[config.mk]
export PLATFORM = sky130hd
export DESIGN_NAME = hilo_muldiv_flat
export DESIGN_NICKNAME = d
export VERILOG_FILES = /design/src/rtl/hilo_muldiv_pkg.sv /design/src/rtl/hilo_muldiv_if.sv /design/src/rtl/hilo_muldiv_div_radix2.sv /design/src/rtl/hilo_muldiv.sv /design/src/flat_wrapper.sv
export SDC_FILE = /design/constraint.sdc
export NUM_CORES = 2
export LEC_CHECK = 0
export ABC_AREA = 1
export BUFFER_PORTS_ARGS = -buffer_cell sky130_fd_sc_hd__buf_2
export CAP_MARGIN = 5
export CORE_ASPECT_RATIO = 0.8
export CORE_MARGIN = 5
export CORE_UTILIZATION = 40
export DETAILED_ROUTE_END_ITERATION = 8
export PLACE_DENSITY = 0.57
export SLEW_MARGIN = 15
export SYNTH_ARGS = -nofsm -noshare
export SYNTH_HDL_FRONTEND = slang
export SYNTH_SLANG_ARGS = --single-unit
[constraint.sdc]
create_clock -name clk -period 11.3 [get_ports clk]
set_input_delay 0.565 -clock clk [delete_from_list [all_inputs] [get_ports clk]]
set_output_delay 0.565 -clock clk [all_outputs]
set_load 0.05 [all_outputs]
[src/rtl/hilo_muldiv_pkg.sv]
// Shared definitions for the HI/LO multiply/divide engine.
// Holds the operation encodings, the FSM state encodings, the controller
// alucontrol codes that map onto opE, and the divider iteration count.
package hilo_muldiv_pkg;

  // One quotient bit per cycle for a 32-bit datapath.
  localparam int DIV_ITERS = 32;

  typedef enum logic [1:0] {
    MD_MULT  = 2'b00,
    MD_MULTU = 2'b01,
    MD_DIV   = 2'b10,
    MD_DIVU  = 2'b11
  } md_op_t;

  typedef enum logic [1:0] {
    IDLE = 2'b00,
    MUL  = 2'b01,
    DIV  = 2'b10,
    DONE = 2'b11
  } md_state_t;

  // Controller alucontrol codes for the mul/div group. The low two bits
  // equal the md_op_t encoding, so the decode is a plain bit slice.
  localparam logic [7:0] ALU_MULT  = 8'h18;
  localparam logic [7:0] ALU_MULTU = 8'h19;
  localparam logic [7:0] ALU_DIV   = 8'h1a;
  localparam logic [7:0] ALU_DIVU  = 8'h1b;

  function automatic md_op_t alu_to_mdop(input logic [7:0] alu);
    return md_op_t'(alu[1:0]);
  endfunction

endpackage

[src/rtl/hilo_muldiv_if.sv]
// E/M-stage mul/div control bundle between the controller/hazard side (master)
// and the hilo_muldiv engine (slave).
// Master drives start/op/operands/flush and M-stage mthi/mtlo; slave returns
// forwarded HI/LO and the combinational stall request.
interface hilo_muldiv_if;
  logic        flushE;
  logic        startE;
  logic [1:0]  opE;
  logic [31:0] srcaE;
  logic [31:0] srcbE;
  logic        is_mthiM;
  logic        is_mtloM;
  logic [31:0] wdataM;
  logic [31:0] hiE;
  logic [31:0] loE;
  logic        stall_mdE;

  modport master (
    output flushE, startE, opE, srcaE, srcbE, is_mthiM, is_mtloM, wdataM,
    input  hiE, loE, stall_mdE
  );

  modport slave (
    input  flushE, startE, opE, srcaE, srcbE, is_mthiM, is_mtloM, wdataM,
    output hiE, loE, stall_mdE
  );
endinterface

[src/rtl/hilo_muldiv_div_radix2.sv]
// Radix-2 restoring divider on operand magnitudes with sign fix-up.
// Latency: start_i latches operands; done_o is high in the 32nd busy cycle,
// with quotient_o/remainder_o valid combinationally in that same cycle.
// Ports: clk, rst (async active-low), start_i, abort_i, signed_i,
// dividend_i, divisor_i in; done_o, quotient_o, remainder_o out.
module div_radix2
  import hilo_muldiv_pkg::*;
(
  input  logic        clk,
  input  logic        rst,
  input  logic        start_i,
  input  logic        abort_i,
  input  logic        signed_i,
  input  logic [31:0] dividend_i,
  input  logic [31:0] divisor_i,
  output logic        done_o,
  output logic [31:0] quotient_o,
  output logic [31:0] remainder_o
);

  localparam int CW = $clog2(DIV_ITERS);

  logic          busy_q;
  logic [CW-1:0] cnt_q;
  logic [31:0]   rem_q;
  logic [31:0]   dvd_q;     // dividend bits shift out the top, quotient bits in the bottom
  logic [31:0]   dvs_q;
  logic [31:0]   raw_a_q;   // dividend as supplied, returned as HI on divide-by-zero
  logic          q_neg_q;
  logic          r_neg_q;
  logic          dz_q;

  logic [32:0]   rem_shift;
  logic [32:0]   diff;
  logic          qbit;
  logic [31:0]   rem_d;
  logic [31:0]   dvd_d;

  function automatic logic [31:0] mag(input logic [31:0] x, input logic s);
    return (s && x[31]) ? -x : x;
  endfunction

  // Trial subtraction on a 33-bit shifted remainder; keep it when non-negative.
  assign rem_shift = {rem_q, dvd_q[31]};
  assign diff      = rem_shift - {1'b0, dvs_q};
  assign qbit      = ~diff[32];
  assign rem_d     = qbit ? diff[31:0] : rem_shift[31:0];
  assign dvd_d     = {dvd_q[30:0], qbit};

  assign done_o      = busy_q && (cnt_q == CW'(DIV_ITERS - 1));
  assign quotient_o  = dz_q ? 32'hFFFF_FFFF : (q_neg_q ? -dvd_d : dvd_d);
  assign remainder_o = dz_q ? raw_a_q : (r_neg_q ? -rem_d : rem_d);

  always_ff @(posedge clk or negedge rst) begin
    if (!rst) begin
      busy_q  <= 1'b0;
      cnt_q   <= '0;
      rem_q   <= '0;
      dvd_q   <= '0;
      dvs_q   <= '0;
      raw_a_q <= '0;
      q_neg_q <= 1'b0;
      r_neg_q <= 1'b0;
      dz_q    <= 1'b0;
    end else if (abort_i) begin
      busy_q <= 1'b0;
      cnt_q  <= '0;
    end else if (start_i) begin
      busy_q  <= 1'b1;
      cnt_q   <= '0;
      rem_q   <= '0;
      dvd_q   <= mag(dividend_i, signed_i);
      dvs_q   <= mag(divisor_i, signed_i);
      raw_a_q <= dividend_i;
      q_neg_q <= signed_i && (dividend_i[31] ^ divisor_i[31]);
      r_neg_q <= signed_i && dividend_i[31];
      dz_q    <= (divisor_i == 32'd0);
    end else if (busy_q) begin
      rem_q <= rem_d;
      dvd_q <= dvd_d;
      if (done_o) begin
        busy_q <= 1'b0;
        cnt_q  <= '0;
      end else begin
        cnt_q <= cnt_q + 1'b1;
      end
    end
  end

endmodule

[src/rtl/hilo_muldiv.sv]
// Execute-stage multiply/divide engine owning HI/LO, with M-stage forwarding.
// Latency: MULT/MULTU stall 2 cycles, DIV/DIVU stall 33 cycles; result visible in DONE.
// Backpressure: stall_mdE (combinational) freezes F/D/E; flushE aborts with no commit.
// Ports: clk, rst (async active-low), md (hilo_muldiv_if.slave).
module hilo_muldiv
  import hilo_muldiv_pkg::*;
(
  input  logic           clk,
  input  logic           rst,
  hilo_muldiv_if.slave   md
);

  md_state_t   state_q;
  logic [31:0] a_q;
  logic [31:0] b_q;
  logic        mul_signed_q;
  logic [31:0] hi_q;
  logic [31:0] lo_q;

  logic        start_go;
  logic        div_start;
  logic        div_done;
  logic [31:0] div_quo;
  logic [31:0] div_rem;
  logic        sa;
  logic        sb;
  logic [63:0] prod;

  assign start_go  = (state_q == IDLE) && md.startE && !md.flushE;
  assign div_start = start_go && md.opE[1];

  div_radix2 u_div (
    .clk         (clk),
    .rst         (rst),
    .start_i     (div_start),
    .abort_i     (md.flushE),
    .signed_i    (md.opE == MD_DIV),
    .dividend_i  (md.srcaE),
    .divisor_i   (md.srcbE),
    .done_o      (div_done),
    .quotient_o  (div_quo),
    .remainder_o (div_rem)
  );

  // Sign-extending both operands to 64 bits makes the low 64 bits of the
  // product correct for both signed and unsigned multiply.
  assign sa   = mul_signed_q && a_q[31];
  assign sb   = mul_signed_q && b_q[31];
  assign prod = {{32{sa}}, a_q} * {{32{sb}}, b_q};

  always_ff @(posedge clk or negedge rst) begin
    if (!rst) begin
      state_q      <= IDLE;
      a_q          <= '0;
      b_q          <= '0;
      mul_signed_q <= 1'b0;
      hi_q         <= '0;
      lo_q         <= '0;
    end else begin
      // M-stage writes first; a mul/div commit below overrides them since
      // the E-stage instruction is younger.
      if (md.is_mthiM) hi_q <= md.wdataM;
      if (md.is_mtloM) lo_q <= md.wdataM;

      unique case (state_q)
        IDLE: begin
          if (start_go) begin
            state_q      <= md.opE[1] ? DIV : MUL;
            a_q          <= md.srcaE;
            b_q          <= md.srcbE;
            mul_signed_q <= (md.opE == MD_MULT);
          end
        end
        MUL: begin
          if (md.flushE) begin
            state_q <= IDLE;
          end else begin
            hi_q    <= prod[63:32];
            lo_q    <= prod[31:0];
            state_q <= DONE;
          end
        end
        DIV: begin
          if (md.flushE) begin
            state_q <= IDLE;
          end else if (div_done) begin
            hi_q    <= div_rem;
            lo_q    <= div_quo;
            state_q <= DONE;
          end
        end
        DONE: state_q <= IDLE;
        default: state_q <= IDLE;
      endcase
    end
  end

  // Gated by rst so a held startE cannot raise a stall while in reset.
  assign md.stall_mdE = rst && !md.flushE &&
                        (((state_q == IDLE) && md.startE) ||
                         (state_q == MUL) || (state_q == DIV));

  assign md.hiE = md.is_mthiM ? md.wdataM : hi_q;
  assign md.loE = md.is_mtloM ? md.wdataM : lo_q;

endmodule

[src/flat_wrapper.sv]
// flat-port wrapper written by rule: the top's interface ports become plain ports
module hilo_muldiv_flat import hilo_muldiv_pkg::*;
  (clk, rst, md_flushE, md_startE, md_opE, md_srcaE, md_srcbE, md_is_mthiM, md_is_mtloM, md_wdataM, md_hiE, md_loE, md_stall_mdE);
  hilo_muldiv_if md_i ();
  input  logic clk;
  input  logic rst;
  input wire logic [$bits(md_i.flushE)-1:0] md_flushE;
  input wire logic [$bits(md_i.startE)-1:0] md_startE;
  input wire logic [$bits(md_i.opE)-1:0] md_opE;
  input wire logic [$bits(md_i.srcaE)-1:0] md_srcaE;
  input wire logic [$bits(md_i.srcbE)-1:0] md_srcbE;
  input wire logic [$bits(md_i.is_mthiM)-1:0] md_is_mthiM;
  input wire logic [$bits(md_i.is_mtloM)-1:0] md_is_mtloM;
  input wire logic [$bits(md_i.wdataM)-1:0] md_wdataM;
  output wire logic [$bits(md_i.hiE)-1:0] md_hiE;
  output wire logic [$bits(md_i.loE)-1:0] md_loE;
  output wire logic [$bits(md_i.stall_mdE)-1:0] md_stall_mdE;
  assign md_i.flushE = md_flushE;
  assign md_i.startE = md_startE;
  assign md_i.opE = md_opE;
  assign md_i.srcaE = md_srcaE;
  assign md_i.srcbE = md_srcbE;
  assign md_i.is_mthiM = md_is_mthiM;
  assign md_i.is_mtloM = md_is_mtloM;
  assign md_i.wdataM = md_wdataM;
  assign md_hiE = md_i.hiE;
  assign md_loE = md_i.loE;
  assign md_stall_mdE = md_i.stall_mdE;
  hilo_muldiv u_core (.clk(clk), .rst(rst), .md(md_i));
endmodule
==> implementation parameters <==
Parameter                              Value

Route
  Post-route met1 wirelength ... 92900 microns
  Number of design-rule violations left by the first detailed-router iteration ... 4951
  Post-DR wirelength/cell ... 21.0 microns
  Total iterations of the first detailed-routing run ... 5
  Number of antenna-violating nets in the routed design ... 0
  Top layer in use ... met5
  Met3 routed wirelength ... 18400 microns
  Final Routed Wirelength ... 201000 microns
  Via total after detailed routing ... 49500
  DRC violation count after routing ... 0
  Metal2 WL ... 85600 microns
  Vias per std cell ... 5.18

CTS
  CTS clock-pin slew for the worst setup and hold paths ... 0.07 ns
  H-tree depth reported by CTS ... 1
  CTS root buffer ... sky130_fd_sc_hd__clkbuf_16
  Clock buffers created by TritonCTS ... 29
  TritonCTS clock tree ... yes
  Count of cells resized by post-cts repair ... 0
  Insertion delay of the later-clocked pin in the worst-skew pair ... 0.63 ns
  Maximum clock insertion buffer count ... 3
  Clock sinks ... 268

Logic synthesis
  Warnings, synthesis ... 0
  Post-synthesis instance total ... 7718
  Post-synthesis sequential element count ... 268
  Async SR Flop Fraction ... 1.00
  Most used flip-flop cell after synthesis ... sky130_fd_sc_hd__dfrtp_1
  Share of the synthesized area in the top cell type ... 0.387
  Yosys top cell by area ... sky130_fd_sc_hd__fa_1
  Post-synth EDFFs ... 0
  Mean instance size in the synthesized netlist ... 7.54 sq um
  Main area contributors after synthesis ... sky130_fd_sc_hd__fa_1 (39%), sky130_fd_sc_hd__nand2_1 (14%), sky130_fd_sc_hd__inv_1 (12%)
  Net Count, Synth ... 9201
  Count of distinct cell types in the synthesized netlist ... 61
  Cell area after synthesis ... 0.0582 sq mm
  Seq/Total Area, Yosys ... 0.115

Die
  Die area ... 0.153 sq mm
  Standard cell core area ... 0.145 sq mm
  Row count ... 125
  Die Y ... 351 microns
  Number of ports placed on the die boundary ... 169
  Die Width ... 436 microns
  Starting density of the core ... 0.402

Cells and area
  Number of nets at the end of the flow ... 9101
  Share of layout cells above drive strength 1 ... 0.0590
  Area occupied by multi-input gates ... 0.0427 sq mm
  Storage element area ... 0.00672 sq mm
  Area added between synthesis and finish ... 5.90%
  Fill cell total of the finished layout ... 14900

Worst setup path
  Critical Path Fanout Max ... 19
  Arrival time at the worst endpoint ... 9.54 ns
  Critical path required time ... 11.81 ns
  Critical Path Start Type ... flip-flop
  Worst R2R Path Depth ... 27
  Startpoint of the most critical register-to-register path ... u_core.b_q[0]
  Kind of capture point of the worst setup path ... flip-flop
  End of the worst register-to-register path ... u_core.hi_q[31]
  Slack of the worst reg-to-reg path ... 2.27 ns
  Startpoint-to-endpoint class of the critical path ... flip-flop to flip-flop

Timing
  Hold Violations, Final ... 0
  Max_slew headroom ... 0.200
  Final max-slew violation count ... 0
  Slew at the pin closest to its max-slew limit ... 1.20 ns
  FMAX ... 111 MHz
  Post-route fraction of the period consumed by the critical path ... 0.799
  Post-layout min period ... 9.03 ns
  Final Skew ... 0.0255 ns
  Unrepaired setup endpoints after global routing ... no
  Fin Setup TNS ... 0 ns
  Setup violators final ... 0

Job
  Total of max-cap violations ... 0

Global route
  Vias in the first global route ... 49000
  Largest net degree at the start of global routing ... 90
  First-pass GRT wire length ... 309000 microns
  Total routing resource utilization after global routing ... 0.263
  Overflow left after global routing ... 0
  Initial antenna violation count ... 2

Min path
  Startpoint of the lowest-slack hold path ... md_srcbE[18]
  Tightest Hold Check Type ... input pin to flip-flop
  Depth of the worst hold-timing path ... 3
  WHS Endpoint ... u_core.b_q[18]

Status
  Run status ... finished clean

Placed design
  Count of buffers inserted at the top-level ports ... 168
  DPL Wire Length ... 165000 microns
  Gpl congestion ... 0.981
logic make-up (layout without fill, tap and decap cells):
logic type	count (synthesis)	in the layout	share of synthesized area
simple gates	2864	2864	0.197
mux	6	6	0.00103
compound gates	774	774	0.0769
flops	268	268	0.115
other cells	0	1	0
xor+xnor	113	113	0.0171
buf+inv	2314	2236	0.151
fa+ha+maj	1379	1379	0.442
cell usage after synthesis, types with 32 or more instances:
| cell | instances |
|---|---|
| sky130_fd_sc_hd__xor2_1 | 84 |
| sky130_fd_sc_hd__ha_1 | 253 |
| sky130_fd_sc_hd__nand3_1 | 165 |
| sky130_fd_sc_hd__a21oi_1 | 215 |
| sky130_fd_sc_hd__nor2_1 | 353 |
| sky130_fd_sc_hd__clkbuf_1 | 375 |
| sky130_fd_sc_hd__o21ai_0 | 292 |
| sky130_fd_sc_hd__fa_1 | 1126 |
| sky130_fd_sc_hd__inv_1 | 1897 |
| sky130_fd_sc_hd__o22ai_1 | 32 |
| sky130_fd_sc_hd__dfrtp_1 | 268 |
| sky130_fd_sc_hd__o211ai_1 | 44 |
| sky130_fd_sc_hd__a31oi_1 | 73 |
| sky130_fd_sc_hd__nand2_1 | 2176 |
repair_timing:
action	CTS	global route
setup buffers	0	0
hold buffers	1	0
hold endpoints to repair	10	0
cells in the final DEF, fill, tap and decap left out, types with 12 or more instances in the layout:
master,Yosys,layout
sky130_fd_sc_hd__nand4_1,26,26
sky130_fd_sc_hd__o21ai_0,292,292
sky130_fd_sc_hd__o211ai_1,44,44
sky130_fd_sc_hd__nor2_2,12,14
sky130_fd_sc_hd__or2_2,24,24
sky130_fd_sc_hd__nor3_1,29,29
sky130_fd_sc_hd__buf_2,10,167
sky130_fd_sc_hd__o21ai_1,12,12
sky130_fd_sc_hd__nand2_1,2176,2176
sky130_fd_sc_hd__xor2_1,84,84
sky130_fd_sc_hd__inv_1,1897,1896
sky130_fd_sc_hd__fa_1,1126,1126
sky130_fd_sc_hd__o22ai_1,32,32
sky130_fd_sc_hd__dfrtp_1,268,259
sky130_fd_sc_hd__ha_1,253,251
sky130_fd_sc_hd__o21bai_1,16,16
sky130_fd_sc_hd__xnor2_1,28,28
sky130_fd_sc_hd__a21oi_1,215,214
sky130_fd_sc_hd__nand2_2,31,31
sky130_fd_sc_hd__buf_4,3,98
sky130_fd_sc_hd__o221ai_1,18,18
sky130_fd_sc_hd__nand3_1,165,165
sky130_fd_sc_hd__a31oi_1,73,73
sky130_fd_sc_hd__clkbuf_16,0,29
sky130_fd_sc_hd__nor4_1,12,12
sky130_fd_sc_hd__nor2_1,353,349
sky130_fd_sc_hd__inv_2,12,12
final cells by class:
class                   instances  area share
clock buffers                  41      0.0136
clock inverters                12     0.00215
diodes                          1   0.0000406
repair buffers                267      0.0259
well taps                    1905      0.0387
inverters                    1916       0.117
multi-input cells            5136       0.694
flip-flops and latches        268       0.109
sequential cells by signal, summed over array words and instances, names as in the netlist, 2 cells and up:
register              cells
u_core.u_div.cnt_q        5
u_core.lo_q              32
u_core.state_q            2
u_core.u_div.dvs_q       32
u_core.u_div.rem_q       32
u_core.u_div.dvd_q       32
u_core.u_div.raw_a_q     32
u_core.a_q               32
u_core.b_q               32
u_core.hi_q              32
how the worst max path moves through the flow:
stage,startpoint,endpoint,slack [ns],cells after the start
3_3_place_gp,u_core.mul_signed_q,u_core.hi_q[27],2.37,23
4_1_cts,u_core.mul_signed_q,u_core.hi_q[31],2.25,26
2_1_floorplan,u_core.a_q[31],u_core.hi_q[27],3.78,28
3_5_place_dp,u_core.mul_signed_q,u_core.hi_q[31],2.31,26
5_1_grt,u_core.mul_signed_q,u_core.hi_q[31],1.58,26
6_report,u_core.b_q[0],u_core.hi_q[31],2.27,27
routing by layer:
layer | vias up | track usage
li1 | 22300 | -
met2 | 1921 | 0.392
met3 | 189 | 0.0532
met5 | - | 0
met4 | 2 | 0.0414
met1 | 25000 | 0.400
through the flow:
stage                     setup slack (ns)  hold slack (ns)  std cells  cell area [sq um]  utilization
after CTS                             2.25            0.186       9545              61600        0.425
final                                 2.27            0.222       9546              61600        0.425
after detailed placement              2.31            0.459       9491              60600        0.419
after floorplan                       3.78            0.269       7718              58200            -
after global placement                2.37            0.454       9491              60600        0.419
after global routing                  1.58            0.208       9545              61600        0.425
critical path: stages, from the launching register on:
cell	delay (ns)
sky130_fd_sc_hd__dfrtp_1	0.93
sky130_fd_sc_hd__buf_4	0.36
sky130_fd_sc_hd__nand2_1	0.10
sky130_fd_sc_hd__nor2_1	0.30
sky130_fd_sc_hd__fa_1	0.56
sky130_fd_sc_hd__fa_1	0.64
sky130_fd_sc_hd__fa_1	0.55
sky130_fd_sc_hd__fa_1	0.97
sky130_fd_sc_hd__inv_1	0.35
sky130_fd_sc_hd__fa_1	0.56
sky130_fd_sc_hd__inv_1	0.05
sky130_fd_sc_hd__fa_1	0.53
sky130_fd_sc_hd__inv_1	0.05
sky130_fd_sc_hd__fa_1	0.38
sky130_fd_sc_hd__fa_1	0.51
sky130_fd_sc_hd__inv_1	0.04
sky130_fd_sc_hd__ha_1	0.35
sky130_fd_sc_hd__a21oi_1	0.32
sky130_fd_sc_hd__o21ai_0	0.21
sky130_fd_sc_hd__a21oi_1	0.15
sky130_fd_sc_hd__inv_1	0.10
sky130_fd_sc_hd__a221oi_1	0.25
sky130_fd_sc_hd__nand2_1	0.11
sky130_fd_sc_hd__nand3_1	0.09
sky130_fd_sc_hd__nand2_1	0.05
sky130_fd_sc_hd__nor2_1	0.18
sky130_fd_sc_hd__o21a_1	0.15
sky130_fd_sc_hd__a21oi_2	0.06
Power is not shown: default switching activity piles up to over one toggle a cycle in this logic, so the estimate is an artifact.
